**src/rtl/fft_serializer.sv**
```systemverilog
// rtl/fft_serializer.sv - parallel-to-serial output stage for one FFT result frame
// Captures a frame of complex words and streams it MSB-first under valid/ready.
module fft_serializer #(
    parameter int DATA_SIZE  = 16,
    parameter int ARRAY_SIZE = 256,
    parameter int WORD_SIZE  = 32
) (
    input  logic                  clk,
    input  logic                  reset_n,
    input  logic                  load_valid,
    output logic                  load_ready,
    input  logic                  real_mode,
    input  logic [ARRAY_SIZE-1:0] in,
    output logic                  out_valid,
    input  logic                  out_ready,
    output logic [DATA_SIZE-1:0]  out,
    output logic                  out_last
);

    localparam int N_CPLX = ARRAY_SIZE / DATA_SIZE;
    localparam int N_REAL = ARRAY_SIZE / (2 * DATA_SIZE);
    localparam int CPW_C  = WORD_SIZE / DATA_SIZE;
    localparam int CPW_R  = WORD_SIZE / (2 * DATA_SIZE);
    localparam int CW     = (N_CPLX > 1) ? $clog2(N_CPLX) : 1;

    localparam logic [CW-1:0] LAST_CPLX = CW'(N_CPLX - 1);
    localparam logic [CW-1:0] LAST_REAL = CW'(N_REAL - 1);

    typedef enum logic {IDLE, SEND} state_t;

    state_t                state;
    logic [ARRAY_SIZE-1:0] frame;
    logic                  mode;
    logic [CW-1:0]         cnt;
    logic [CW-1:0]         cnt_next;

    assign cnt_next = cnt + CW'(1);

    function automatic logic [CW-1:0] last_of(input logic m);
        return m ? LAST_REAL : LAST_CPLX;
    endfunction

    // Chunk idx of word k sits DATA_SIZE*(j+1) below the top of that word;
    // real mode only walks the upper half of each word.
    function automatic logic [DATA_SIZE-1:0] chunk_of(input logic [ARRAY_SIZE-1:0] f,
                                                      input logic m,
                                                      input logic [CW-1:0] idx);
        int k;
        int j;
        int base;
        logic [ARRAY_SIZE-1:0] sh;
        if (m) begin
            k = int'(idx) / CPW_R;
            j = int'(idx) % CPW_R;
        end else begin
            k = int'(idx) / CPW_C;
            j = int'(idx) % CPW_C;
        end
        base = WORD_SIZE * k + WORD_SIZE - DATA_SIZE * (j + 1);
        sh   = f >> base;
        return sh[DATA_SIZE-1:0];
    endfunction

    always_ff @(posedge clk or negedge reset_n) begin
        if (!reset_n) begin
            state      <= IDLE;
            frame      <= '0;
            mode       <= 1'b0;
            cnt        <= '0;
            load_ready <= 1'b1;
            out_valid  <= 1'b0;
            out        <= '0;
            out_last   <= 1'b0;
        end else begin
            case (state)
                IDLE: begin
                    out_last <= 1'b0;
                    if (load_valid) begin
                        frame      <= in;
                        mode       <= real_mode;
                        cnt        <= '0;
                        out        <= chunk_of(in, real_mode, '0);
                        out_last   <= (last_of(real_mode) == '0);
                        out_valid  <= 1'b1;
                        load_ready <= 1'b0;
                        state      <= SEND;
                    end
                end
                SEND: begin
                    if (out_ready) begin
                        if (cnt == last_of(mode)) begin
                            out_valid  <= 1'b0;
                            out_last   <= 1'b0;
                            load_ready <= 1'b1;
                            state      <= IDLE;
                        end else begin
                            cnt      <= cnt_next;
                            out      <= chunk_of(frame, mode, cnt_next);
                            out_last <= (cnt_next == last_of(mode));
                        end
                    end
                end
                default: state <= IDLE;
            endcase
        end
    end

endmodule

```
**config.mk**
```make
export PLATFORM = sky130hd
export DESIGN_NAME = fft_serializer
export DESIGN_NICKNAME = d
export VERILOG_FILES = /design/src/rtl/fft_serializer.sv
export SDC_FILE = /design/constraint.sdc
export NUM_CORES = 1
export LEC_CHECK = 0
export CORE_MARGIN = 2
export CORE_UTILIZATION = 52
export CTS_CLUSTER_DIAMETER = 50
export DETAILED_ROUTE_END_ITERATION = 10
export PLACE_DENSITY = 0.81
export SYNTH_ARGS = -nofsm -noshare
export SYNTH_HDL_FRONTEND = slang
export SYNTH_SLANG_ARGS = --single-unit
export TNS_END_PERCENT = 30
```
**constraint.sdc**
```tcl
create_clock -name clk -period 5.2 [get_ports clk]
set_input_delay 1.04 -clock clk [delete_from_list [all_inputs] [get_ports clk]]
set_output_delay 1.04 -clock clk [all_outputs]
set_load 0.005 [all_outputs]
```
==> reports/results.ini, run 1 <==
[clock_tree]
clk_pin_slew_ps=60
htreeDepth=2
insertion_delay_ps=510
cts-hold-fix-buffers=0
cts_tree=yes
postCtsSetupBuffers=0
root_buffer=clkbuf_16
cts_buffer_depth=3
clock_sink_count=281
postCtsResizedCells=0
numCtsBuffers=36

[routing]
vias_per_cell=5.61
wl_um=45000
antenna_left=0
drt_iter0_markers=1435
drc=0
wl_per_cell_um=20.0
dr.pass1.iters=6
vias=12641

[timing]
fmax_mhz=236
relSlewSlack=0.0773
final-setup-viol-count=0
holdWs_ps=472
timing_hold_violations_final=0
final.min_clock_period_ps=4240
drv_slew=0
layout_setup_ws_ps=962
worst_pin_slew_ps=1380
fin_crit_sh=0.815
rsz0062_at_grt=no
setup_tns_ps=0
skew_ps=16.6

[worst_setup_path]
max_stage_delay_ps=890
crit_slowest_cell=or4_1
required_ps=5590
cp_max_fo=26
r2r_slack_ps=960
path_class=flop to flop
cpMostUsedCell=ha_1
cp_top_family=simple AND/OR/NAND/NOR gates
start_kind=flop
cp.arrival_ps=4630
cp_num_buf_inv=1
endpoint_kind=flop
path_cells=ha_1, xor2_1, o21a_1, inv_1, ha_1, or4_1, and3_1, o21ai_0, nand4b_1, a21oi_1, o21ai_1

[die]
rows=59
ios=280
core_sq_mm=0.0261
chipHeight_um=167
die_area_sq_mm=0.0278
start_util=0.529
dieWidth_um=167

[yosys]
synth_edf_count=0
synthesis.area_sq_mm=0.0138
ys.warnings.count=0
synth_nets=1940
yosysSeqAreaShare=0.510
syn_avg_cell_area_sq_um=8.25
synth_flop_cell=dfrtp_1
synth_cell_type_count=45
netlist_instances=1672
synthArstFlopShare=1.00
synth.ff_latch_count=281

[power]
peakVddDrop_mv=0.729
p_leak_nw=8.82
powerDensity_mw_per_mm2=775

[placement]
dp_slack_ps=1070
dpl.hpwl_um=31900
placed_area_sq_mm=0.0168
port-buffer-count=279
place_congestion=0.927

[global_route]
grt_pass1_wl_um=69500
grt_use_total=0.320
antenna_found_initial=1
grt_overflow=0
grt_pass1_vias=12283
grt_max_degree=121

[final_layout]
diodes=0
stdcell_area_sq_mm=0.0180
drive_gt1_frac=0.0490
layout_common_cells=nand2_1, dfrtp_1, clkdlybuf4s50_1, mux2i_1, o21ai_0
final_nets=2161
final_common_cell=nand2_1
syn_to_final_growth_pct=30.4

[run]
cap_violations=0

[min_path]
min_path_type=flop to flop

[outcome]
status=finished, final reports clean

==> cell type report <==
| class | instances | area [sq um] |
|---|---|---|
| fill | 2062 | 8080 |
| sequential | 281 | 7040 |
| multi-input combinational | 1269 | 6270 |
| timing repair buffer | 299 | 3000 |
| clock buffer | 46 | 1030 |
| tap | 335 | 419 |
| clock inverter | 17 | 196 |
| inverter | 6 | 22.5 |
==> routing by layer <==
layer	share of wire	GRT usage	routed length (um)
met5	0.00029	0	13
met4	0.021	0.0776	930
met3	0.089	0.0715	4020
met2	0.45	0.483	20100
met1	0.44	0.474	20000
==> registers in the layout, summed over array words and instances (netlist names) <==
name        count
state           1
mode            1
cnt             4
load_ready      1
out_last        1
out_valid       1
frame         256
out            16
==> worst reg2reg max path, stage by stage (launching register included) <==
cell and delay [ps]:
dfrtp_1 720, ha_1 360, xor2_1 270, o21a_1 170
inv_1 50, ha_1 430, or4_1 890, and3_1 350
o21ai_0 320, nand4b_1 270, a21oi_1 240, o21ai_1 70
==> final timing paths <==
| check | start | end | cells past startpoint |
|---|---|---|---|
| min in group asynchronous | reset_n | frame[169] | 1 |
| setup reg to reg | cnt[0] | out[11] | 11 |
| hold / removal | frame[171] | frame[171] | 2 |
| hold reg to reg | frame[171] | frame[171] | 2 |
| setup / recovery | cnt[0] | out[11] | 11 |
| max in group asynchronous | reset_n | frame[44] | 2 |
==> power by group <==
group	switching, W	internal [W]
logic	0.00449	0.00284
clock network	0.000973	0.00156
registers	0.000893	0.00318
total	0.00635	0.00759
==> kinds of logic (layout without fill, tap and decap cells) <==
group,after synthesis,after routing,share of synthesized area
AND/OR/NAND/NOR,916,916,0.263
adder cells (fa/ha/maj),7,7,0.00635
multiplexers,101,101,0.0734
XOR/XNOR,5,5,0.00318
flip-flops,281,281,0.510
AO/OA/AOI/OAI,240,240,0.106
buffers and inverters,122,368,0.0377
==> cell usage after synthesis, types with 3 or more instances <==
| library cell | count | share of area |
|---|---|---|
| buf_2 | 20 | 0.0073 |
| nand3_1 | 18 | 0.0065 |
| buf_4 | 3 | 0.0016 |
| a21oi_1 | 37 | 0.013 |
| o21ai_1 | 26 | 0.0094 |
| nand2_1 | 844 | 0.23 |
| dfrtp_1 | 280 | 0.51 |
| inv_1 | 6 | 0.0016 |
| buf_1 | 3 | 0.00082 |
| and3_1 | 16 | 0.0073 |
| nor2_1 | 13 | 0.0035 |
| o21ai_0 | 85 | 0.031 |
| mux2i_1 | 100 | 0.073 |
| nand4b_1 | 15 | 0.0095 |
| xnor2_1 | 3 | 0.0019 |
| clkbuf_1 | 85 | 0.023 |
| buf_6 | 3 | 0.0024 |
| o22ai_1 | 18 | 0.0082 |
| a22oi_1 | 31 | 0.017 |
| ha_1 | 7 | 0.0064 |
| a221o_1 | 16 | 0.012 |
| a21boi_0 | 16 | 0.0087 |
==> through the flow <==
| stage | power (W) | std cells | utilization |
|---|---|---|---|
| floorplan | 0.00879 | 1672 | - |
| global placement | 0.0110 | 2190 | 0.643 |
| detailed placement | 0.0112 | 2190 | 0.643 |
| CTS | 0.0138 | 2253 | 0.690 |
| global route | 0.0147 | 2253 | 0.690 |
| finish | 0.0139 | 2253 | 0.690 |
(Power assumes the default switching activity.)
==> inputs of run 2 (changes only) <==
==> constraint.sdc (replaced) <==
create_clock -name clk -period 4 [get_ports clk]
set_input_delay 0.8 -clock clk [delete_from_list [all_inputs] [get_ports clk]]
set_output_delay 0.8 -clock clk [all_outputs]
set_load 0.005 [all_outputs]
==> reports/results.ini, run 2 (synthesis gave the netlist of run 1 again) <==
[routing]
antenna_left=0
vias=12510
drc=0
wl_um=43500
drt_iter0_markers=1428
wl_per_cell_um=19.3
vias_per_cell=5.55
dr.pass1.iters=5

[timing]
final-setup-viol-count=0
skew_ps=19.8
fin_crit_sh=0.936
fmax_mhz=267
timing_hold_violations_final=0
final.min_clock_period_ps=3750
worst_pin_slew_ps=1300
rsz0062_at_grt=no
setup_tns_ps=0
relSlewSlack=0.132
drv_slew=0
holdWs_ps=311

[worst_setup_path]
rr_startpoint=cnt[1]
path_cells=buf_4, ha_1, xor2_1, o21a_1, inv_1, ha_1, or3_1, and3_1, a22oi_1, nand4b_1, a21oi_1, o21ai_1
cpMostUsedCell=ha_1
reg2regPathDepth=12
max_stage_delay_ps=1040
start_kind=flop
endpoint_kind=flop
path_class=flop to flop
rr_endpoint=out[11]
r2r_slack_ps=250
cp_max_fo=31
required_ps=4430
crit_slowest_cell=and3_1
cp.arrival_ps=4170

[final_layout]
syn_to_final_growth_pct=30.6
stdcell_area_sq_mm=0.0180
regArea_sq_mm=0.00704
diodes=0
fillCellCount=2044
top_register=frame
final_common_cell=nand2_1
layout_common_cells=nand2_1, dfrtp_1, clkdlybuf4s50_1, mux2i_1, o21ai_0
top_regs=frame (256), out (16), cnt (4)
multi_input_area_sq_mm=0.00627
drive_gt1_frac=0.0469
final_nets=2161
largest_reg_flops=256

[die]
die_area_sq_mm=0.0278
start_util=0.529
core_sq_mm=0.0261
rows=59
chipHeight_um=167
ios=280
dieWidth_um=167

[clock_tree]
clock_sink_count=281
root_buffer=clkbuf_16
clk_pin_slew_ps=60
numCtsBuffers=34
cts-hold-fix-buffers=0
postCtsSetupBuffers=0
htreeDepth=2
postCtsResizedCells=0
insertion_delay_ps=510
cts_buffer_depth=3
cts_tree=yes

[placement]
port-buffer-count=279
dpl.hpwl_um=31200
place_congestion=0.932
placed_area_sq_mm=0.0168

[global_route]
grt_max_degree=164
grt_pass1_vias=12281
antenna_found_initial=0
grt_pass1_wl_um=67900
grt_overflow=0
grt_use_total=0.311

[power]
report.power.total_w=0.0179
powerDensity_mw_per_mm2=995
peakVddDrop_mv=0.903
p_leak_nw=8.81

[min_path]
min_path_type=primary input to asynchronous set/reset pin

[outcome]
status=finished, final reports clean

[run]
cap_violations=0

==> run 2: cell types whose count changed in the layout (fill, tap and decap cells not counted) <==
cell        delta
clkinv_2       -4
clkinv_4       -2
clkbuf_1       +4
clkbuf_8       -1
buf_12         +4
buf_4          -2
clkinvlp_4     +2
inv_6          +1
inv_8          -2
==> run 2: layout make-up <==
| type | instances | share of cell area |
|---|---|---|
| multi-input cells | 1269 | 0.348 |
| clock inverters | 12 | 0.00889 |
| well taps | 335 | 0.0233 |
| flip-flops and latches | 281 | 0.391 |
| clock buffers | 49 | 0.0573 |
| repair buffers | 301 | 0.170 |
| inverters | 6 | 0.00125 |
==> run 2: power by group <==
| part | leakage [nW] | total [W] | switching [W] | internal [W] |
|---|---|---|---|---|
| combinational | 4.73 | 0.00957 | 0.00585 | 0.00373 |
| clock | 0.571 | 0.00322 | 0.00122 | 0.00200 |
| sequential | 3.51 | 0.00512 | 0.000981 | 0.00414 |
| total | 8.81 | 0.0179 | 0.00804 | 0.00987 |
==> run 2: worst max path at each step <==
stage                     startpoint      end  slack, ps  cells after the start
after floorplan               cnt[0]  out[11]        350                     17
after global placement        cnt[0]  out[11]        430                     13
after detailed placement      cnt[0]  out[11]        350                     13
after CTS                     cnt[0]  out[11]        330                     13
after global routing          cnt[1]   out[8]         10                     12
final                         cnt[1]  out[11]        250                     12
==> run 2: through the flow <==
step | utilization | instances | setup WS (ps)
floorplan | - | 1672 | 353
global placement | 0.645 | 2192 | 430
detailed placement | 0.645 | 2192 | 351
CTS | 0.691 | 2253 | 328
global route | 0.691 | 2253 | 11.9
finish | 0.691 | 2253 | 255
==> run 2: layer usage <==
metal,wire (um),up-vias,global-route usage
met5,0,-,0
met3,3040,54,0.0490
li1,-,5916,-
met1,19900,6030,0.461
met4,815,0,0.0795
met2,19800,510,0.480
==> run 2: critical path, delay by kind of cell (launching register included) <==
| kind | cells | cell delay, ps |
|---|---|---|
| AND/OR/NAND/NOR | 3 | 1460 |
| adder cells (fa/ha/maj) | 2 | 740 |
| AO/OA/AOI/OAI | 4 | 620 |
| flip-flops | 1 | 330 |
| XOR/XNOR | 1 | 260 |
| buffers and inverters | 2 | 250 |
==> inputs of run 3 (changes only) <==
--- a/config.mk
+++ b/config.mk
@@ -8,6 +8,7 @@
 export CORE_MARGIN = 2
 export CORE_UTILIZATION = 52
 export CTS_CLUSTER_DIAMETER = 50
+export CTS_CLUSTER_SIZE = 8
 export DETAILED_ROUTE_END_ITERATION = 10
 export PLACE_DENSITY = 0.81
 export SYNTH_ARGS = -nofsm -noshare
==> reports/results.ini, run 3 (synthesis gave the netlist of run 1 again) <==
[timing]
fin_crit_sh=0.944
worst_pin_slew_ps=1290
rsz0062_at_grt=no
setup_tns_ps=0
relSlewSlack=0.140
skew_ps=16.7
fmax_mhz=265
drv_slew=0
timing_hold_violations_final=0
final-setup-viol-count=0
final.min_clock_period_ps=3780

[global_route]
grt_overflow=0
grt_use_total=0.310
grt_pass1_vias=12372
antenna_found_initial=1
grt_max_degree=164
grt_pass1_wl_um=67700

[power]
peakVddDrop_mv=0.920
powerDensity_mw_per_mm2=998
p_leak_nw=8.83
report.power.total_w=0.0180

[routing]
drt_iter0_markers=1405
vias_per_cell=5.59
antenna_left=0
wl_per_cell_um=19.4
vias=12585
wl_um=43600
dr.pass1.iters=7
drc=0

[worst_setup_path]
required_ps=4430
path_class=flop to flop
start_kind=flop
cp_max_fo=31
cp.arrival_ps=4210
endpoint_kind=flop

[placement]
place_congestion=0.932
placed_area_sq_mm=0.0168
dpl.hpwl_um=31200
numPlacedInstances=2192
port-buffer-count=279

[clock_tree]
root_buffer=clkbuf_16
cts-hold-fix-buffers=0
clk_pin_slew_ps=50
cts_tree=yes
clock_sink_count=281
htreeDepth=2
insertion_delay_ps=530
postCtsResizedCells=0
postCtsSetupBuffers=0
numCtsBuffers=42
cts_buffer_depth=3

[min_path]
min_path_type=primary input to asynchronous set/reset pin

[final_layout]
largest_reg_flops=256
final_nets=2169
fin_util=0.691
top_register=frame
stdcell_area_sq_mm=0.0180
fillCellCount=2047
syn_to_final_growth_pct=30.7
layout_common_cells=nand2_1, dfrtp_1, clkdlybuf4s50_1, mux2i_1, o21ai_0
diodes=0
drive_gt1_frac=0.0428
finalNonFillerCells=2250
final_common_cell=nand2_1
top_regs=frame (256), out (16), cnt (4)

[die]
dieWidth_um=167
rows=59
ios=280
die_area_sq_mm=0.0278
start_util=0.529
chipHeight_um=167
core_sq_mm=0.0261

[run]
cap_violations=0

[outcome]
status=finished, final reports clean

-- run 3: power breakdown --
part / internal, W / switching (W) / total, W
clock: 0.00207 / 0.00118 / 0.00325
combinational: 0.00373 / 0.00588 / 0.00960
sequential: 0.00415 / 0.000974 / 0.00512
total: 0.00994 / 0.00803 / 0.0180
-- run 3: layout make-up --
class                   instances  area [sq um]  share of cell area
flip-flops and latches        281          7040               0.391
clock buffers                  55          1130              0.0628
well taps                     335           419              0.0233
repair buffers                301          3060               0.170
multi-input cells            1269          6270               0.348
clock inverters                 3          68.8             0.00382
inverters                       6          22.5             0.00125
-- run 3: worst paths after layout --
check	startpoint	to	slack (ps)	depth (start not counted)
setup / recovery	cnt[0]	out[2]	220	13
hold / removal	reset_n	frame[169]	290	1
setup reg to reg	cnt[0]	out[2]	220	13
hold reg to reg	frame[211]	frame[211]	470	2
max in group asynchronous	reset_n	frame[112]	2840	2
min in group clk	frame[211]	frame[211]	470	2
-- run 3: worst max-delay path, stage by stage, from the launching register on --
cell and delay (ps):
dfrtp_1 400, buf_4 230, inv_1 140, ha_4 270
nand2_1 60, o21a_1 140, inv_1 50, ha_1 460
or3_1 200, and3_1 1030, a22oi_1 230, nand4b_1 240
a21oi_1 100, o21ai_1 120
-- run 3: metrics by stage --
| step | setup WS (ps) | hold WS [ps] |
|---|---|---|
| after CTS | 310 | 333 |
| after global routing | 18.4 | 365 |
| after detailed placement | 351 | 462 |
| after global placement | 430 | 454 |
| final | 223 | 293 |
| after floorplan | 353 | 437 |
-- run 3: layer usage --
| layer | vias to the layer above | wire length, um | global-route usage |
|---|---|---|---|
| met3 | 83 | 3800 | 0.0639 |
| met1 | 6007 | 19300 | 0.453 |
| met2 | 566 | 19200 | 0.465 |
| li1 | 5929 | - | - |
| met4 | 0 | 1330 | 0.102 |
| met5 | - | 0 | 0 |
